==> src/rtl/tape_rim_punch.sv <==
// RIM tape punch: walks a PDP-1 core address range and emits the DIO/JMP
// character stream the RIM loader consumes, with 0x00 leader and trailer.
module tape_rim_punch #(
  parameter int LEADER_LEN  = 16,
  parameter int TRAILER_LEN = 16,
  parameter int MEM_LATENCY = 2
) (
  input  logic        clk,
  input  logic        reset,
  input  logic        start,
  input  logic [11:0] first_address,
  input  logic [11:0] last_address,
  input  logic [11:0] jump_address,
  input  logic        abort,
  output logic [11:0] mem_address,
  output logic        mem_rd,
  input  logic [17:0] mem_rd_data,
  output logic [7:0]  tape_char,
  output logic        tape_valid,
  input  logic        tape_ready,
  output logic        busy,
  output logic        done
);

  localparam logic [15:0] LEADER_LAST  = 16'(LEADER_LEN - 1);
  localparam logic [15:0] TRAILER_LAST = 16'(TRAILER_LEN - 1);
  localparam logic [15:0] WAIT_LAST    = 16'(MEM_LATENCY - 1);

  localparam logic [7:0] DIO_CHAR = 8'h9A;
  localparam logic [7:0] JMP_CHAR = 8'hB0;

  typedef enum logic [3:0] {
    S_IDLE,
    S_LEADER,
    S_FETCH,
    S_WAIT,
    S_CMD,
    S_AH,
    S_AL,
    S_D1,
    S_D2,
    S_D3,
    S_NEXT,
    S_JCMD,
    S_JAH,
    S_JAL,
    S_TRAILER,
    S_DONE
  } state_t;

  state_t      state_reg, state_next;
  logic [11:0] cur_reg, cur_next;
  logic [11:0] last_reg, last_next;
  logic [11:0] jump_reg, jump_next;
  logic [17:0] word_reg, word_next;
  logic [15:0] cnt_reg, cnt_next;
  logic [7:0]  char_reg, char_next;
  logic        valid_reg, valid_next;
  logic        xfer;

  assign xfer = valid_reg && tape_ready;

  always_comb begin
    state_next = state_reg;
    cur_next   = cur_reg;
    last_next  = last_reg;
    jump_next  = jump_reg;
    word_next  = word_reg;
    cnt_next   = cnt_reg;

    case (state_reg)
      S_IDLE: begin
        if (start && !abort) begin
          cur_next  = first_address;
          last_next = last_address;
          jump_next = jump_address;
          cnt_next  = '0;
          if (LEADER_LEN > 0)
            state_next = S_LEADER;
          else if (last_address < first_address)
            state_next = S_JCMD;
          else
            state_next = S_FETCH;
        end
      end
      S_LEADER: begin
        if (xfer) begin
          if (cnt_reg == LEADER_LAST) begin
            cnt_next   = '0;
            // cur still holds the first address here; an empty range skips straight to JMP
            state_next = (last_reg < cur_reg) ? S_JCMD : S_FETCH;
          end else begin
            cnt_next = cnt_reg + 16'd1;
          end
        end
      end
      S_FETCH: begin
        cnt_next   = '0;
        state_next = S_WAIT;
      end
      S_WAIT: begin
        if (cnt_reg == WAIT_LAST) begin
          word_next  = mem_rd_data;
          cnt_next   = '0;
          state_next = S_CMD;
        end else begin
          cnt_next = cnt_reg + 16'd1;
        end
      end
      S_CMD:  if (xfer) state_next = S_AH;
      S_AH:   if (xfer) state_next = S_AL;
      S_AL:   if (xfer) state_next = S_D1;
      S_D1:   if (xfer) state_next = S_D2;
      S_D2:   if (xfer) state_next = S_D3;
      S_D3:   if (xfer) state_next = S_NEXT;
      S_NEXT: begin
        // Compare before incrementing so a range ending at 0xFFF never wraps.
        if (cur_reg == last_reg) begin
          state_next = S_JCMD;
        end else begin
          cur_next   = cur_reg + 12'd1;
          state_next = S_FETCH;
        end
      end
      S_JCMD: if (xfer) state_next = S_JAH;
      S_JAH:  if (xfer) state_next = S_JAL;
      S_JAL: begin
        if (xfer) begin
          cnt_next   = '0;
          state_next = (TRAILER_LEN > 0) ? S_TRAILER : S_DONE;
        end
      end
      S_TRAILER: begin
        if (xfer) begin
          if (cnt_reg == TRAILER_LAST)
            state_next = S_DONE;
          else
            cnt_next = cnt_reg + 16'd1;
        end
      end
      S_DONE:  state_next = S_IDLE;
      default: state_next = S_IDLE;
    endcase

    if (abort && state_reg != S_IDLE) begin
      state_next = S_IDLE;
      cnt_next   = '0;
    end

    // Character register is loaded for the state being entered, so it is
    // stable for as long as that state waits on tape_ready.
    char_next  = 8'h00;
    valid_next = 1'b1;
    case (state_next)
      S_LEADER:  char_next = 8'h00;
      S_TRAILER: char_next = 8'h00;
      S_CMD:     char_next = DIO_CHAR;
      S_AH:      char_next = {2'b10, cur_next[11:6]};
      S_AL:      char_next = {2'b10, cur_next[5:0]};
      S_D1:      char_next = {2'b10, word_next[17:12]};
      S_D2:      char_next = {2'b10, word_next[11:6]};
      S_D3:      char_next = {2'b10, word_next[5:0]};
      S_JCMD:    char_next = JMP_CHAR;
      S_JAH:     char_next = {2'b10, jump_next[11:6]};
      S_JAL:     char_next = {2'b10, jump_next[5:0]};
      default:   valid_next = 1'b0;
    endcase
  end

  always_ff @(posedge clk or posedge reset) begin
    if (reset) begin
      state_reg <= S_IDLE;
      cur_reg   <= '0;
      last_reg  <= '0;
      jump_reg  <= '0;
      word_reg  <= '0;
      cnt_reg   <= '0;
      char_reg  <= '0;
      valid_reg <= 1'b0;
    end else begin
      state_reg <= state_next;
      cur_reg   <= cur_next;
      last_reg  <= last_next;
      jump_reg  <= jump_next;
      word_reg  <= word_next;
      cnt_reg   <= cnt_next;
      char_reg  <= char_next;
      valid_reg <= valid_next;
    end
  end

  assign mem_address = cur_reg;
  assign mem_rd      = (state_reg == S_FETCH);
  assign tape_char   = char_reg;
  assign tape_valid  = valid_reg;
  assign busy        = (state_reg != S_IDLE) && (state_reg != S_DONE);
  assign done        = (state_reg == S_DONE);

endmodule

==> config.mk <==
export PLATFORM = sky130hd
export DESIGN_NAME = tape_rim_punch
export DESIGN_NICKNAME = d
export VERILOG_FILES = /design/src/rtl/tape_rim_punch.sv
export SDC_FILE = /design/constraint.sdc
export NUM_CORES = 1
export LEC_CHECK = 0
export ABC_CLOCK_PERIOD_IN_PS = 6590
export CORE_MARGIN = 4
export CORE_UTILIZATION = 55
export DETAILED_ROUTE_END_ITERATION = 12
export DONT_BUFFER_PORTS = 1
export GPL_TIMING_DRIVEN = 0
export PLACE_DENSITY_LB_ADDON = 0.1
export SLEW_MARGIN = 20
export SYNTH_ARGS = -nofsm -noshare
export SYNTH_HDL_FRONTEND = slang
export SYNTH_SLANG_ARGS = --single-unit
==> constraint.sdc <==
create_clock -name clk -period 6.59 [get_ports clk]
set_clock_uncertainty 0.05 [all_clocks]
set_input_delay 1.318 -clock clk [delete_from_list [all_inputs] [get_ports clk]]
set_output_delay 1.318 -clock clk [all_outputs]
set_load 0.02 [all_outputs]
### Word level (Yosys, flattened, before mapping)

Index checks and enable logic that the tools add are counted.

* word-level logic and storage cells: 94
* output and inout port bits: 24
* register bits after elaboration: 83
* input bits: 59

* $add $sub $neg: 2
* magnitude comparators: 1
* reductions and logical operators: 11
* equality and inequality tests: 35
* muxes and demuxes: 37

Operators with widths (number)
* 2-to-1 mux 16 bit: 8
* case mux 16 bit (6 select lines): 1
* 2-to-1 mux 4 bit: 18
* case mux 8 bit (9 select lines): 1
* case mux 4 bit (16 select lines): 1
* equality test 4 bit, second input constant: 14
* 2-to-1 mux 12 bit: 4
* 2-to-1 mux 18 bit: 2
* equality test 4 x 3 -> 1 bit, second input constant: 8
* case mux 12 bit (2 select lines): 1
* adder 16 x 1 -> 16 bit, second input constant: 1
* equality test 16 x 1 -> 1 bit, second input constant: 1
* equality test 16 x 4 -> 1 bit, second input constant: 1
* inequality test 3 bit, second input constant: 5
* adder 12 x 1 -> 12 bit, second input constant: 1
* equality test 12 bit: 1
* less-than comparator 12 bit: 1
* OR reduction 11 bit: 1
* equality test 4 x 1 -> 1 bit, second input constant: 2
* equality test 4 x 2 -> 1 bit, second input constant: 2
* nonzero test 7 bit: 1
* AND reduction 6 bit: 1
* logical AND 1 bit: 4
* logical NOT 4 bit: 1
* 5 further kinds: 5

### Longest topological paths before layout

* depth after elaboration: 9
* gate-level depth with buffers: 12
* mapped depth without buffers: 12

### Worst setup path before layout

OpenSTA, ideal clock, no wires.

* path kind: input to register
* start: input tape_ready
* end: register char_reg[0], in the netlist tape_char[0]
* data required time: 6.444 ns
* cell stages on the path: 11
* buffers on the path: 2
* setup time: 0.096 ns
* data arrival time: 3.070 ns
* path slack: 3.374 ns
* path through: and2_1 clkbuf_1 o21ai_0 o211a_4 nor4_1 a21boi_2 or2_1 buf_6 inv_6 mux2i_1 o31ai_1

* longest elaborated chain between the ends: 6
* elaborated cells between the ends (all ways): 24
* classes of those cells: 9 x eq/ne; 14 x mux; 1 x reduce/logical

Ends and longest elaborated chain
* start, declared: RTL line 20 `input logic tape_ready,`
* logical AND 1 bit (*): RTL line 61 `assign xfer = valid_reg && tape_ready;`
* 2-to-1 mux 4 bit (tied with other cells): RTL line 134 `if (xfer) begin`
* case mux 4 bit (16 select lines) (*): RTL line 71 `case (state_reg)`
* 2-to-1 mux 4 bit (*): RTL line 145 `if (abort && state_reg != S_IDLE) begin`
* via state_next[0]: RTL line 51 `state_t state_reg, state_next;`
* equality test 4 bit / equality test 4 x 3 -> 1 bit (equally long branches): RTL line 154 `case (state_next)`
* case mux 8 bit (9 select lines) (*): RTL line 154
* via char_next[0]: RTL line 57 `logic [7:0] char_reg, char_next;`
* end signal, assigned: RTL line 187 `char_reg <= char_next;`
* end, declared: RTL line 57

Mark *: on every way through the listed nets, which the timed path passes. The rest lies on a longest branch.
A chain may end at the register's enable or synchronous reset.

### Final worst setup path

* start: register cur_reg[9], in the netlist mem_address[9]
* end: register char_reg[3], in the netlist tape_char[3]

* longest elaborated chain between the ends: 8
* elaborated cells between the ends (all ways): 22
* classes of those cells: 1 x add/sub; 1 x order compare; 10 x eq/ne; 10 x mux

Ends and longest elaborated chain
* start, declared: RTL line 52 `logic [11:0] cur_reg, cur_next;`
* start signal, assigned: RTL line 182 `cur_reg <= cur_next;`
* less-than comparator 12 bit: RTL line 91 `state_next = (last_reg < cur_reg) ? S_JCMD : S_FETCH;`
* 2-to-1 mux 4 bit: RTL line 91
* 2-to-1 mux 4 bit: RTL line 88 `if (cnt_reg == LEADER_LAST) begin`
* 2-to-1 mux 4 bit: RTL line 87 `if (xfer) begin`
* case mux 4 bit (16 select lines): RTL line 71
* 2-to-1 mux 4 bit: RTL line 145
* equality test 4 bit / equality test 4 x 3 -> 1 bit (equally long branches): RTL line 154
* case mux 8 bit (9 select lines) (*): RTL line 154
* via char_next[3]: RTL line 57

Marked as above.

==> results.yml <==
global_routing:
  grt_usage_pct: 25.1
  grt_pass1_wl_um: 20300
  antenna_found_initial: 1
  met1_usage_pct: 33.9
  overflow: 0
  use_met2_pct: 39.3
  grt_pass1_vias: 4017
  use_met3_pct: 6.40
  grt_max_degree: 50
  top_usage_layer: "met2"
floorplan:
  core_area_um2: 8380
  dieArea_um2: 10300
  core.rowCount: 33
  start_util_pct: 57.6
  ios: 83
  dieHeight_um: 102
  die_w_um: 102
synth:
  yosys-top-cells-area: "dfrtp_1, nand2_1, o21ai_0"
  netlist_area_um2: 4830
  synthCells: 542
  syn-num-nets: 616
  syn_area_per_cell_um2: 8.91
  synth.distinct_cells: 70
  ys_seq_area_share_pct: 42.5
  synth_top_area_share_pct: 42.5
  synthFlopType: "dfrtp_1"
  async_reset_ff_share_pct: 100
  ys_ff_latch: 82
  synth-edff-count: 0
  synth_top_area_cell: "dfrtp_1"
  yosys_warnings: 0
route:
  drt-pass1-iter-count: 5
  vias: 4198
  drc_errors: 0
  drt-initial-drc-count: 292
  drt_wl_total_um: 12700
  ant_nets: 0
  wl_per_cell_um: 19.1
  vias_per_cell: 6.31
sta:
  worst_slew_pin_slew_ps: 706
  tns_ps: 0
  final-setup-viol-count: 0
  finalHoldViolations: 0
  finalMaxSlewViolations: 0
  finalCritPeriodShare_pct: 51.4
  fin_crit_ps: 3390
  slew-limit-headroom_pct: 52.3
  rsz0062_at_grt: "false"
  max_freq_ghz: 0.295
placement:
  dp_hpwl_um: 9620
  dpl_cell_area_um2: 4990
  gp_congestion: 0.938
  port_buffers: 0
  placedCellCount: 648
power:
  power_mw: 1.12
  pwr_density_cell_nw_per_um2: 217
  p_seq_share_pct: 53.0
  internal-power_mw: 0.745
  ir_drop_mv: 0.161
  combPwrFrac_pct: 15.7
  switching_share_pct: 33.6
  switching_power_mw: 0.376
  pwr-share-clk_pct: 31.2
  static-leakage-power_nw: 2.40
worst_setup_path:
  worst_setup_path_end_kind: "register"
  critPathArrivalTime_ps: 3590
  ff2ff_setup_slack_ps: 3200
  rr_worst_depth: 9
  setup.worst_path.class: "register to register"
  required_ps: 6800
  r2r_start: "mem_address[9]"
  cp_max_fo: 6
  crit_path_start_kind: "register"
  r2r_end: "tape_char[3]"
layout:
  syn2layout_area_growth_pct: 7.17
  fillers: 752
  final_cell_mix: "nand2_1, dfrtp_1, o21ai_0"
  largest_reg_flops: 18
  drive_above_1_share_pct: 12.2
  instances_no_fill: 665
  design_area_um2: 5180
  final_common_cell: "nand2_1"
  final_nets: 628
clock_network:
  cts.clk_slew.worst_paths_ps: 90
  insertion_delay_ps: 370
  cts_made_buffers: 9
  cts_setup_buffers: 0
  cts_max_path_buffers: 2
  ctsHoldBuffers: 0
  postCtsResizedCells: 0
  cts.htree.levels: 3
  cts_tree: "done"
  clockRootBuffer: "clkbuf_8"
  cts.sinks: 82
hold_path:
  hold_path_depth: 2
  min_from: "jump_reg[0]"
  hp-class: "register to register"
  min_to: "jump_reg[0]"
run:
  maxCapViolations: 0
outcome:
  status: "finished clean"
[final cells by class]
class / instances / area (um^2) / area share, %
buffer: 24 / 135 / 2.61
clock inverter: 7 / 58.8 / 1.14
clock buffer: 9 / 124 / 2.39
multi-input combinational: 416 / 2560 / 49.5
sequential: 82 / 2050 / 39.6
timing repair buffer: 1 / 27.5 / 0.532
tap: 105 / 131 / 2.54
antenna: 1 / 2.50 / 0.0483
inverter: 20 / 82.6 / 1.59
[power groups by stage]
stage	Combinational (mW)	Clock, mW	Sequential, mW
2_1_floorplan	0.131	0	0.590
3_3_place_gp	0.166	0	0.604
3_5_place_dp	0.175	0	0.604
4_1_cts	0.176	0.357	0.595
5_1_grt	0.202	0.377	0.600
6_report	0.177	0.351	0.595
[synthesized netlist by cell type, drive strengths merged, types with 7 or more instances]
library cell and instances:
inv 20, buf 12, nand3 15, o21ai 46, clkbuf 12, a21oi 21
nor3 10, nand2 118, ha 15, nor2 42, and3 13, nand4 10
nor4 7, mux2 20, dfrtp 82, o31ai 7
[logic make-up (layout without fill, tap and decap cells)]
family	Yosys count	count (layout)	synth area share [%]
AND/OR/NAND/NOR	245	245	25.3
AO/OA/AOI/OAI	128	128	17.8
flip-flops	82	82	42.5
buffers and inverters	44	61	4.45
multiplexers	26	26	5.91
adder cells (fa/ha/maj)	15	15	3.89
other	1	2	0.0776
XOR/XNOR	1	1	0.181
[routing by layer]
metal	vias to the layer above	part of all wire, %
met5	-	0
met4	0	2.2
met3	23	8.8
met2	178	46
met1	2026	43
li1	1971	-
[stage by stage]
step	setup WS (ps)	hold WS, ps	utilization [%]
finish	3200	428	61.8
global route	3040	453	61.8
CTS	3250	429	61.7
detailed placement	2970	407	59.6
global placement	2240	399	59.2
floorplan	3110	383	-
[worst max-delay path: stages (launching register included)]
cell,delay (ps)
dfrtp_1,560
inv_1,140
ha_1,320
nand4_1,250
or3_1,510
a22o_1,320
o211ai_1,290
nor2_1,200
a311o_1,400
a22o_1,230
[worst max-delay path by stage]
stage,from,endpoint,slack [ps],depth (start not counted)
2_1_floorplan,reset,cnt_reg[0],3110,1
3_3_place_gp,reset,last_reg[0],2240,1
3_5_place_dp,tape_ready,tape_char[2],2970,11
4_1_cts,mem_address[9],tape_char[3],3250,9
5_1_grt,mem_address[9],tape_char[3],3040,9
6_report,mem_address[9],tape_char[3],3200,9
Power figures use the tool's default switching activity.
